$ cat src/rtl/updown_sweep_ctrl.sv
// updown_sweep_ctrl: triangle-sweep controller with an embedded up/down counter.
// The counter ramps from a latched low bound to a latched high bound and back,
// optionally dwelling at each turnaround, for a programmed number of round trips.
// Handshake: start (sampled in IDLE) / busy / done, with err on a rejected start.
// Optional build macro SWEEP_ABORT_EN adds an abort input that returns a busy
// sweep to IDLE without pulsing done.
module updown_sweep_ctrl #(
    parameter int N  = 4,
    parameter int CW = 8
) (
    input  logic          clk,
    input  logic          rst,
    input  logic          start,
`ifdef SWEEP_ABORT_EN
    input  logic          abort,
`endif
    input  logic [N-1:0]  lo,
    input  logic [N-1:0]  hi,
    input  logic [CW-1:0] cycles,
    input  logic [CW-1:0] dwell,
    output logic          busy,
    output logic          done,
    output logic          err,
    output logic          up_or_down,
    output logic [N-1:0]  count,
    output logic [CW-1:0] sweep_cnt
);

    localparam logic [2:0] S_IDLE     = 3'd0;
    localparam logic [2:0] S_UP       = 3'd1;
    localparam logic [2:0] S_DWELL_HI = 3'd2;
    localparam logic [2:0] S_DOWN     = 3'd3;
    localparam logic [2:0] S_DWELL_LO = 3'd4;
    localparam logic [2:0] S_DONE     = 3'd5;

    logic [2:0]    r_state;
    logic [N-1:0]  r_lo;
    logic [N-1:0]  r_hi;
    logic [CW-1:0] r_cycles;
    logic [CW-1:0] r_dwell;
    logic [CW-1:0] r_dwell_cnt;
    logic [N-1:0]  r_count;
    logic [CW-1:0] r_sweep_cnt;
    logic          r_up;
    logic          r_err;

    logic          w_busy;
    logic          w_start_ok;
    logic          w_abort;
    logic [N-1:0]  w_count_inc;
    logic [N-1:0]  w_count_dec;
    logic [CW-1:0] w_sweep_inc;

    // The counter only moves between latched bounds with lo < hi, so the
    // incremented/decremented values never wrap when they are used.
    assign w_count_inc = r_count + 1'b1;
    assign w_count_dec = r_count - 1'b1;
    assign w_sweep_inc = r_sweep_cnt + 1'b1;
    assign w_start_ok  = (lo < hi) && (cycles != '0);
    assign w_busy      = (r_state == S_UP) || (r_state == S_DWELL_HI) ||
                         (r_state == S_DOWN) || (r_state == S_DWELL_LO);

`ifdef SWEEP_ABORT_EN
    assign w_abort = abort && w_busy;
`else
    assign w_abort = 1'b0;
`endif

    // Sweep sequencer: command latch, counter datapath and state transitions.
    always_ff @(posedge clk) begin
        if (rst) begin
            r_state     <= S_IDLE;
            r_lo        <= '0;
            r_hi        <= '0;
            r_cycles    <= '0;
            r_dwell     <= '0;
            r_dwell_cnt <= '0;
            r_count     <= '0;
            r_sweep_cnt <= '0;
            r_up        <= 1'b1;
            r_err       <= 1'b0;
        end else begin
            r_err <= 1'b0;
            if (w_abort) begin
                // Abort beats this cycle's count update; count/sweep_cnt hold.
                r_state <= S_IDLE;
                r_up    <= 1'b1;
            end else begin
                case (r_state)
                    S_IDLE: begin
                        if (start) begin
                            if (w_start_ok) begin
                                r_lo        <= lo;
                                r_hi        <= hi;
                                r_cycles    <= cycles;
                                r_dwell     <= dwell;
                                r_count     <= lo;
                                r_sweep_cnt <= '0;
                                r_up        <= 1'b1;
                                r_state     <= S_UP;
                            end else begin
                                r_err <= 1'b1;
                            end
                        end
                    end
                    S_UP: begin
                        r_count <= w_count_inc;
                        if (w_count_inc == r_hi) begin
                            r_up <= 1'b0;
                            if (r_dwell != '0) begin
                                r_dwell_cnt <= r_dwell;
                                r_state     <= S_DWELL_HI;
                            end else begin
                                r_state <= S_DOWN;
                            end
                        end
                    end
                    S_DWELL_HI: begin
                        // Entry loaded the full dwell; leaving on 1 gives exactly dwell cycles.
                        r_dwell_cnt <= r_dwell_cnt - 1'b1;
                        if (r_dwell_cnt == CW'(1)) begin
                            r_state <= S_DOWN;
                        end
                    end
                    S_DOWN: begin
                        r_count <= w_count_dec;
                        if (w_count_dec == r_lo) begin
                            r_sweep_cnt <= w_sweep_inc;
                            if (w_sweep_inc == r_cycles) begin
                                r_state <= S_DONE;
                            end else if (r_dwell != '0) begin
                                r_dwell_cnt <= r_dwell;
                                r_state     <= S_DWELL_LO;
                            end else begin
                                r_up    <= 1'b1;
                                r_state <= S_UP;
                            end
                        end
                    end
                    S_DWELL_LO: begin
                        r_dwell_cnt <= r_dwell_cnt - 1'b1;
                        if (r_dwell_cnt == CW'(1)) begin
                            r_up    <= 1'b1;
                            r_state <= S_UP;
                        end
                    end
                    S_DONE: begin
                        r_state <= S_IDLE;
                    end
                    default: begin
                        r_state <= S_IDLE;
                    end
                endcase
            end
        end
    end

    assign busy       = w_busy;
    assign done       = (r_state == S_DONE);
    assign err        = r_err;
    assign up_or_down = r_up;
    assign count      = r_count;
    assign sweep_cnt  = r_sweep_cnt;

endmodule

$ cat config.mk
export PLATFORM = sky130hd
export DESIGN_NAME = updown_sweep_ctrl
export DESIGN_NICKNAME = d
export VERILOG_FILES = /design/src/rtl/updown_sweep_ctrl.sv
export SDC_FILE = /design/constraint.sdc
export NUM_CORES = 1
export LEC_CHECK = 0
export ABC_AREA = 1
export CAP_MARGIN = 20
export CORE_UTILIZATION = 55
export CTS_CLUSTER_DIAMETER = 200
export DETAILED_ROUTE_END_ITERATION = 7
export PLACE_DENSITY = 0.8
export SLEW_MARGIN = 5
export SYNTH_ARGS = -nofsm -noshare
export SYNTH_HDL_FRONTEND = slang
export SYNTH_SLANG_ARGS = --single-unit
$ cat constraint.sdc
create_clock -name clk -period 2.1 [get_ports clk]
set_clock_uncertainty 0.05 [all_clocks]
set_input_delay 0.42 -clock clk [delete_from_list [all_inputs] [get_ports clk]]
set_output_delay 0.42 -clock clk [all_outputs]
set_load 0.05 [all_outputs]
; After elaboration in Yosys (flattened, before gate mapping)
; Index checks and enable logic that the tools add are counted.
[op_classes]
n_bitwise = 2
add_sub_neg = 4
eq_ne = 17
n_reduce_logical = 19
order_cmp = 1
n_mux = 31
[ops]
columns = op, count
row1 = two-way mux 8 bit, 7
row2 = two-way mux 3 bit, 8
row3 = one-hot mux 8 bit (3 select lines), 1
row4 = one-hot mux 8 bit (2 select lines), 1
row5 = nonzero test 8 bit, 2
row6 = one-hot mux 3 bit (5 select lines), 1
row7 = one-hot mux 4 bit (3 select lines), 1
row8 = two-way mux 1 bit, 9
row9 = adder 8 x 1 -> 8 bit (second input constant), 1
row10 = == test 4 bit, 2
row11 = == test 8 x 1 -> 1 bit (second input constant), 1
row12 = == test 8 bit, 1
row13 = two-way mux 4 bit, 2
row14 = inequality test 2 x 1 -> 1 bit (second input constant), 4
row15 = inequality test 2 bit (second input constant), 4
row16 = AND reduction 4 bit, 2
row17 = AND reduction 8 bit, 1
row18 = subtractor 8 x 1 -> 8 bit (second input constant), 1
row19 = == test 3 x 2 -> 1 bit (second input constant), 2
row20 = == test 3 bit (second input constant), 2
row21 = AND reduction 3 bit, 2
row22 = AND reduction 6 bit, 1
row23 = nonzero test 3 bit, 2
row24 = adder 4 x 1 -> 4 bit (second input constant), 1
row25 = other kinds (12), 15
[word_totals]
register_bits = 49
input_bits = 27
elab_cells = 84
out_inout_bits = 16

; Longest topological paths before layout
; Gate-level depths: netlist (run 1).
[depth]
word_depth = 5
mapped_depth = 16
ltp_nobuf = 16

; Worst setup path after synthesis (run 1)
; Ideal clock, no wire load.
[synth_timing]
kind = register to register
from = reg r_count[0], in the netlist count[0]
to = reg r_dwell_cnt[5]
arrival_time_ns = 2.127
required_ns = 1.934
setup_slack_ns = -0.193
period_less_slack_ns = 2.293
setup_time_ns = 0.116
n_path_buf = 0
path_stages_with_launch = 13
cell_sequence = dfxtp_1 > inv_2 > ha_1 > xor2_1 > nand2_1 > nor2_1 > nand3_1 > nand2_2 > nand2_2 > nor2_4 > nand2_4 > o21ai_0 > nor2_1
[synth_between]
elab_chain_len = 4
word_cells_on_any_way = 7
cone_classes = add/sub (2) / eq/ne (4) / reduce/logical (1)
[synth_lines]
columns = item, line
row1 = start: declaration, 42  ; logic [N-1:0] r_count;
row2 = start signal: assignment, 97  ; r_count <= lo;
row3 = start signal: assignment, 107  ; r_count <= w_count_inc;
row4 = start signal: assignment, 126  ; r_count <= w_count_dec;
row5 = subtractor 4 x 1 -> 4 bit / adder 4 x 1 -> 4 bit (equally long branches), "57, 56"
row6 = "== test 4 bit, on equally long branches", "127, 108"
row7 = inequality test 2 x 1 -> 1 bit (no line), n/a
row8 = AND reduction 4 bit (no line) (*), n/a
row9 = end signal: assignment, 120  ; r_dwell_cnt <= r_dwell_cnt - 1'b1;
row10 = end signal: assignment, 132  ; r_dwell_cnt <= r_dwell;
row11 = end signal: assignment, 141  ; r_dwell_cnt <= r_dwell_cnt - 1'b1;
row12 = end: declaration, 41  ; logic [CW-1:0] r_dwell_cnt;
; Mark *: on every way between the ends. The rest lies on a longest branch, timed or not.
; A chain may end at the register's enable or synchronous reset.

; Worst setup path after layout (run 1)
[layout_timing]
from = reg r_count[3], in the netlist count[3]
to = out count[3]
[layout_lines]
columns = item, line
row1 = end: declaration, 25  ; output logic [N-1:0] count,
; No word-level cell between the ends.

==> flow_summary.toml, run 1 <==
[floorplan]
die_area_mm2 = 0.00573
start_util_pct = 57.7
io_pins = 43
core_mm2 = 0.00517
die_h_um = 75.7
die_width_um = 75.7
rows = 26

[cells_and_area]
stdcell_area_mm2 = 0.00401
layout_commonest_cell = "nand2_1"
fin_nets = 571
final_cell_mix = "nand2_1, inv_1, nor2_1"
nFillCells = 416
area_growth_pct = 34.4
n_antenna_cell = 0
layout-drive-gt1-share_pct = 18.2

[routing]
drt_first_iter_violations = 184
wl_met2_um = 4030
vias = 3307
drt-met1-wl_um = 3650
routed_wirelength_um = 8210
drt_pass1_iterations = 5
route.detailed.drc = 0
vias_per_cell = 5.45
routedWlPerCell_um = 13.5
top_layer_used = "met4"
ant_nets = 0
wl_met3_um = 369

[timing]
layout_min_cycle_time_ns = 2.06
worst_pin_slew_ns = 0.531
rsz0062_at_grt = "yes"
fmaxAchievable_mhz = 485
min_period_over_period_pct = 98.1
tns_ns = 0
hold_viol_final = 0
finalSetupViolCount = 0
maxSlewViolCount = 0
hold_slack_ns = 0.424
setup_slack_ns = 0.0401
slew_headroom_pct = 64.5

[synth]
synthCells = 474
synth_top_family_by_area = "simple AND/OR/NAND/NOR gates"
ys_seq_area_share_pct = 32.8
synth_compound_area_share_pct = 16.0
synth_ff_type = "dfxtp_1"
syn_avg_cell_area_um2 = 6.30
synthSimpleGateAreaFrac_pct = 34.6
yosysTopAreaCellShare_pct = 32.8
ys_async_sr_fraction_pct = 0
ys_ff_latch = 49
yosys_warnings = 0
synth.area.mux_share_pct = 0
synthXorXnorAreaFrac_pct = 2.35
synth-adder-area-share_pct = 3.35
synth_edf_count = 0
synth_nets = 509
syn_area_mm2 = 0.00299
synth.distinct_cells = 34
synth_largest_area_cell = "dfxtp_1"
synth.area.top_cells = "dfxtp_1, nand2_1, inv_1"

[worst_setup_path]
critPathArrivalTime_ns = 1.59
max_stage_delay_ns = 0.85
crit_required_ns = 1.63
start_kind = "flip-flop"
endpoint_kind = "output port"
crit_family = "buffers and inverters"
worstPathCellList = "clkdlybuf4s50_1"
cp_slowest_cell = "clkdlybuf4s50_1"
cp_max_fo = 5
r2r_slack_ns = 0.11
critical_path_class = "reg -> out"
critical_path_buf_inv_count = 1

[clock_tree]
cts_hold_buf = 0
cts_root_buffer = "clkbuf_8"
clk_path_buf_depth = 2
cts.sinks = 49
cts_buffers = 5
clk_pin_slew_ns = 0.09
cts_tree = "yes"
htree_levels = 2
clock_latency_ns = 0.31

[placement]
place_area_mm2 = 0.00362
io_buffers = 42
place_ws_ns = -0.502
gp_congestion = 0.900
dp_hpwl_um = 5920

[grt]
grt-ovfl-total = 0
grt_util_all_layers_pct = 27.9
antenna_found_initial = 0
grt_max_degree = 24
grt_pass1_wl_um = 12200
grt_pass1_vias = 2700

[hold_path]
min_path_type = "reg -> reg"

[job]
max_cap_violations = 0

[outcome]
status = "finished, final reports clean"

[power_and_ir_drop]
p_leak_nw = 1.76
irDropWorstVdd_v = 0.000724
power_per_cell_area_mw_per_mm2 = 1180
## timing repair
| item | in CTS | in global routing |
|---|---|---|
| gates resized for setup | 4 | 60 |
| pin swaps | 0 | 16 |
| buffers inserted | 0 | 4 |
| setup endpoints to repair | 25 | 51 |
| gates cloned | 0 | 3 |
## per-layer routing
| layer | global-route usage, % | vias up |
|---|---|---|
| met5 | 0 | - |
| met4 | 6.79 | 0 |
| met3 | 4.10 | 15 |
| met2 | 46.9 | 106 |
| met1 | 37.8 | 1528 |
| li1 | - | 1658 |
## final cells by class
class	instances	area [µm²]	area share, %
Clock buffer	5	68.8	1.71
Clock inverter	3	21.3	0.530
Inverter	70	270	6.74
Multi-Input combinational cell	344	1880	46.9
Sequential cell	49	988	24.6
Tap cell	70	87.6	2.18
Timing Repair Buffer	66	696	17.3
## worst reg2reg max path, stage by stage (launching register included)
cell,delay [ns]
dfxtp_2,0.34
buf_4,0.16
ha_2,0.20
inv_1,0.07
nand2_1,0.07
nand3_1,0.07
nand2_1,0.06
nor2_1,0.08
nand3_1,0.09
nand2_2,0.12
nand2_2,0.09
nor2_4,0.19
nand2_4,0.11
o21ai_1,0.15
nor2_1,0.06
## cell usage after synthesis, types with 2 or more instances
cell type  instances
or2_2              2
inv_2              4
nand4_1           10
o21ai_0           46
o22ai_1            2
nand2_1          107
nor2_1            51
nand3b_1           2
ha_1               8
clkbuf_1           6
buf_4              2
xnor2_1            2
buf_2              3
nor3_1             3
dfxtp_1           49
xor2_1             6
inv_1             65
a31oi_1            2
nand2_2            6
nand3_1           47
a21oi_1           37
nor2_4             2
## metrics by stage
step	util [%]	instances	total power [mW]
final	77.6	607	4.72
after global routing	77.6	607	5.06
after CTS	71.9	600	4.36
after detailed placement	69.9	592	3.77
after global placement	69.9	592	3.69
after floorplan	-	474	3.06
## final timing paths
kind,startpoint,endpoint,cells after the start
worst min-delay path,r_hi[0]$_SDFFE_PP0P_,r_hi[0]$_SDFFE_PP0P_,2
worst max register to register,count[0]$_SDFFE_PP0P_,r_dwell_cnt[2]$_SDFFE_PP0P_,14
worst min register to register,r_hi[0]$_SDFFE_PP0P_,r_hi[0]$_SDFFE_PP0P_,2
worst max-delay path,count[3]$_SDFFE_PP0P_,count[3],1
## registers in the layout (all words and copies together) (netlist names)
register / count
count: 4
err: 1
r_cycles: 8
r_dwell: 8
r_dwell_cnt: 8
r_hi: 4
r_lo: 4
r_state: 3
sweep_cnt: 8
up_or_down: 1
## report_power, final
| group | internal, mW | leakage, nW | total [mW] | switching (mW) |
|---|---|---|---|---|
| Sequential | 1.16 | 0.404 | 1.34 | 0.178 |
| Clock | 0.237 | 0.0445 | 0.580 | 0.342 |
| Combinational | 1.10 | 1.32 | 2.80 | 1.70 |
## cells by family (layout without fill, tap and decap cells)
logic type / after synthesis / after routing
adder cells (fa/ha/maj): 8 / 8
XOR/XNOR: 8 / 8
AND/OR/NAND/NOR: 235 / 236
AO/OA/AOI/OAI: 92 / 92
flip-flops: 49 / 49
buffers and inverters: 82 / 144
Power figures use the tool's default switching activity.
==> run 2: changes to the inputs <==
--- a/config.mk
+++ b/config.mk
@@ -10,6 +10,7 @@
 export CORE_UTILIZATION = 55
 export CTS_CLUSTER_DIAMETER = 200
 export DETAILED_ROUTE_END_ITERATION = 7
+export GPL_TIMING_DRIVEN = 0
 export PLACE_DENSITY = 0.8
 export SLEW_MARGIN = 5
 export SYNTH_ARGS = -nofsm -noshare
==> flow_summary.toml, run 2 (same netlist as run 1, synthesis figures left out) <==
[grt]
grt_pass1_wl_um = 12200
grt-ovfl-total = 0
grt_pass1_vias = 2766
gr-max-usage-layer = "met2"
use_met1_pct = 36.4
grt_util_all_layers_pct = 28.6
antenna_found_initial = 0
gr-usage-met2_pct = 47.6
grt_max_degree = 16
use_met3_pct = 4.89

[timing]
layout_min_cycle_time_ns = 2.05
hold_slack_ns = 0.413
maxSlewViolCount = 0
slew_headroom_pct = 62.1
tns_ns = 0
hold_viol_final = 0
fmaxAchievable_mhz = 488
min_period_over_period_pct = 97.6
rsz0062_at_grt = "yes"
finalSetupViolCount = 0
worst_pin_slew_ns = 0.569

[cells_and_area]
final_cell_mix = "nand2_1, inv_1, nor2_1"
fin_nets = 566
stdcell_count = 602
stdcell_area_mm2 = 0.00383
nFillCells = 450
final-seq-area_um2 = 993
area_growth_pct = 28.4
multi_input_area_mm2 = 0.00180
layout_commonest_cell = "nand2_1"
layout-drive-gt1-share_pct = 13.2
n_antenna_cell = 0
utilization_pct = 74.1

[worst_setup_path]
critical_path_buf_inv_count = 1
r2r_cells = 13
max_stage_delay_ns = 0.83
cp_slowest_cell = "clkdlybuf4s50_1"
crit_required_ns = 1.63
cp_max_fo = 6
critPathArrivalTime_ns = 1.58
endpoint_kind = "output port"
start_kind = "flip-flop"
path_depth = 1
worstPathCellList = "clkdlybuf4s50_1"
crit_family = "buffers and inverters"
critical_path_class = "reg -> out"

[outcome]
status = "finished, final reports clean"

[routing]
drt_first_iter_violations = 192
routedWlPerCell_um = 13.6
route.detailed.drc = 0
routed_wirelength_um = 8220
vias = 3225
ant_nets = 0
vias_per_cell = 5.36
drt_pass1_iterations = 4

[power_and_ir_drop]
irDropWorstVdd_v = 0.000770
power_per_cell_area_mw_per_mm2 = 1210
p_leak_nw = 1.70

[placement]
gp_congestion = 0.913
io_buffers = 42
dp.cells = 586
dp_hpwl_um = 5850
place_area_mm2 = 0.00350

[floorplan]
die_width_um = 75.7
rows = 26
io_pins = 43
die_area_mm2 = 0.00573
die_h_um = 75.7
start_util_pct = 57.7
core_mm2 = 0.00517

[clock_tree]
cts_buffers = 5
clk_pin_slew_ns = 0.09
clock_latency_ns = 0.31
cts_root_buffer = "clkbuf_8"
cts_hold_buf = 0
htree_levels = 2
clk_path_buf_depth = 2
cts_tree = "yes"
cts.sinks = 49

[hold_path]
min_path_type = "reg -> reg"
hold_depth = 2

[job]
max_cap_violations = 0
==> run 2: cell type report <==
cell class	instances	area share, %
clock buffer	6	1.89
sequential	49	25.9
tap	70	2.28
buffer	12	1.96
inverter	70	7.05
multi-input combinational	344	47.0
timing repair buffer	49	12.9
clock inverter	2	1.01
==> run 2: routing by layer <==
layer	share of wire, %	wire, µm
met1	45	3700
met2	47	3890
met3	4.8	394
met4	2.9	238
met5	0	0
==> run 2: power by group <==
part,total [mW],switching (mW),leakage [nW],internal [mW]
clock network,0.697,0.338,0.0554,0.358
logic,2.57,1.61,1.24,0.958
registers,1.36,0.194,0.404,1.16
==> run 2: repair_timing <==
action / CTS / global route
hold endpoints to repair: 0 / 0
buffers inserted: 1 / 4
endpoints found under the setup margin: 48 / 53
gates resized for setup: 21 / 46
pin swaps: 1 / 13
gates cloned: 0 / 3
==> run 2: path summary, 6_finish.rpt <==
path                                           startpoint                     endpoint  slack (ns)
worst max-delay path            sweep_cnt[4]$_SDFFE_PP0P_                 sweep_cnt[4]        0.05
worst min-delay path              up_or_down$_SDFFE_PP1P_      up_or_down$_SDFFE_PP1P_        0.41
worst max register to register      count[0]$_SDFFE_PP0P_  r_dwell_cnt[0]$_SDFFE_PP0P_        0.10
worst min register to register    up_or_down$_SDFFE_PP1P_      up_or_down$_SDFFE_PP1P_        0.41
==> run 2: metrics by stage <==
stage | setup WS, ns | total power [mW]
2_1_floorplan | 0.0330 | 3.06
3_3_place_gp | -0.515 | 3.56
3_5_place_dp | -0.518 | 3.62
4_1_cts | 0.00166 | 4.34
5_1_grt | -0.0331 | 4.95
6_report | 0.0503 | 4.62
==> run 3: changes to the inputs <==
--- a/config.mk
+++ b/config.mk
@@ -9,6 +9,7 @@
 export CAP_MARGIN = 20
 export CORE_UTILIZATION = 55
 export CTS_CLUSTER_DIAMETER = 200
+export CTS_CLUSTER_SIZE = 10
 export DETAILED_ROUTE_END_ITERATION = 7
 export GPL_TIMING_DRIVEN = 0
 export PLACE_DENSITY = 0.8
==> results of run 3 <==
The final DEF is identical to that of run 2; final timing and power are the same.
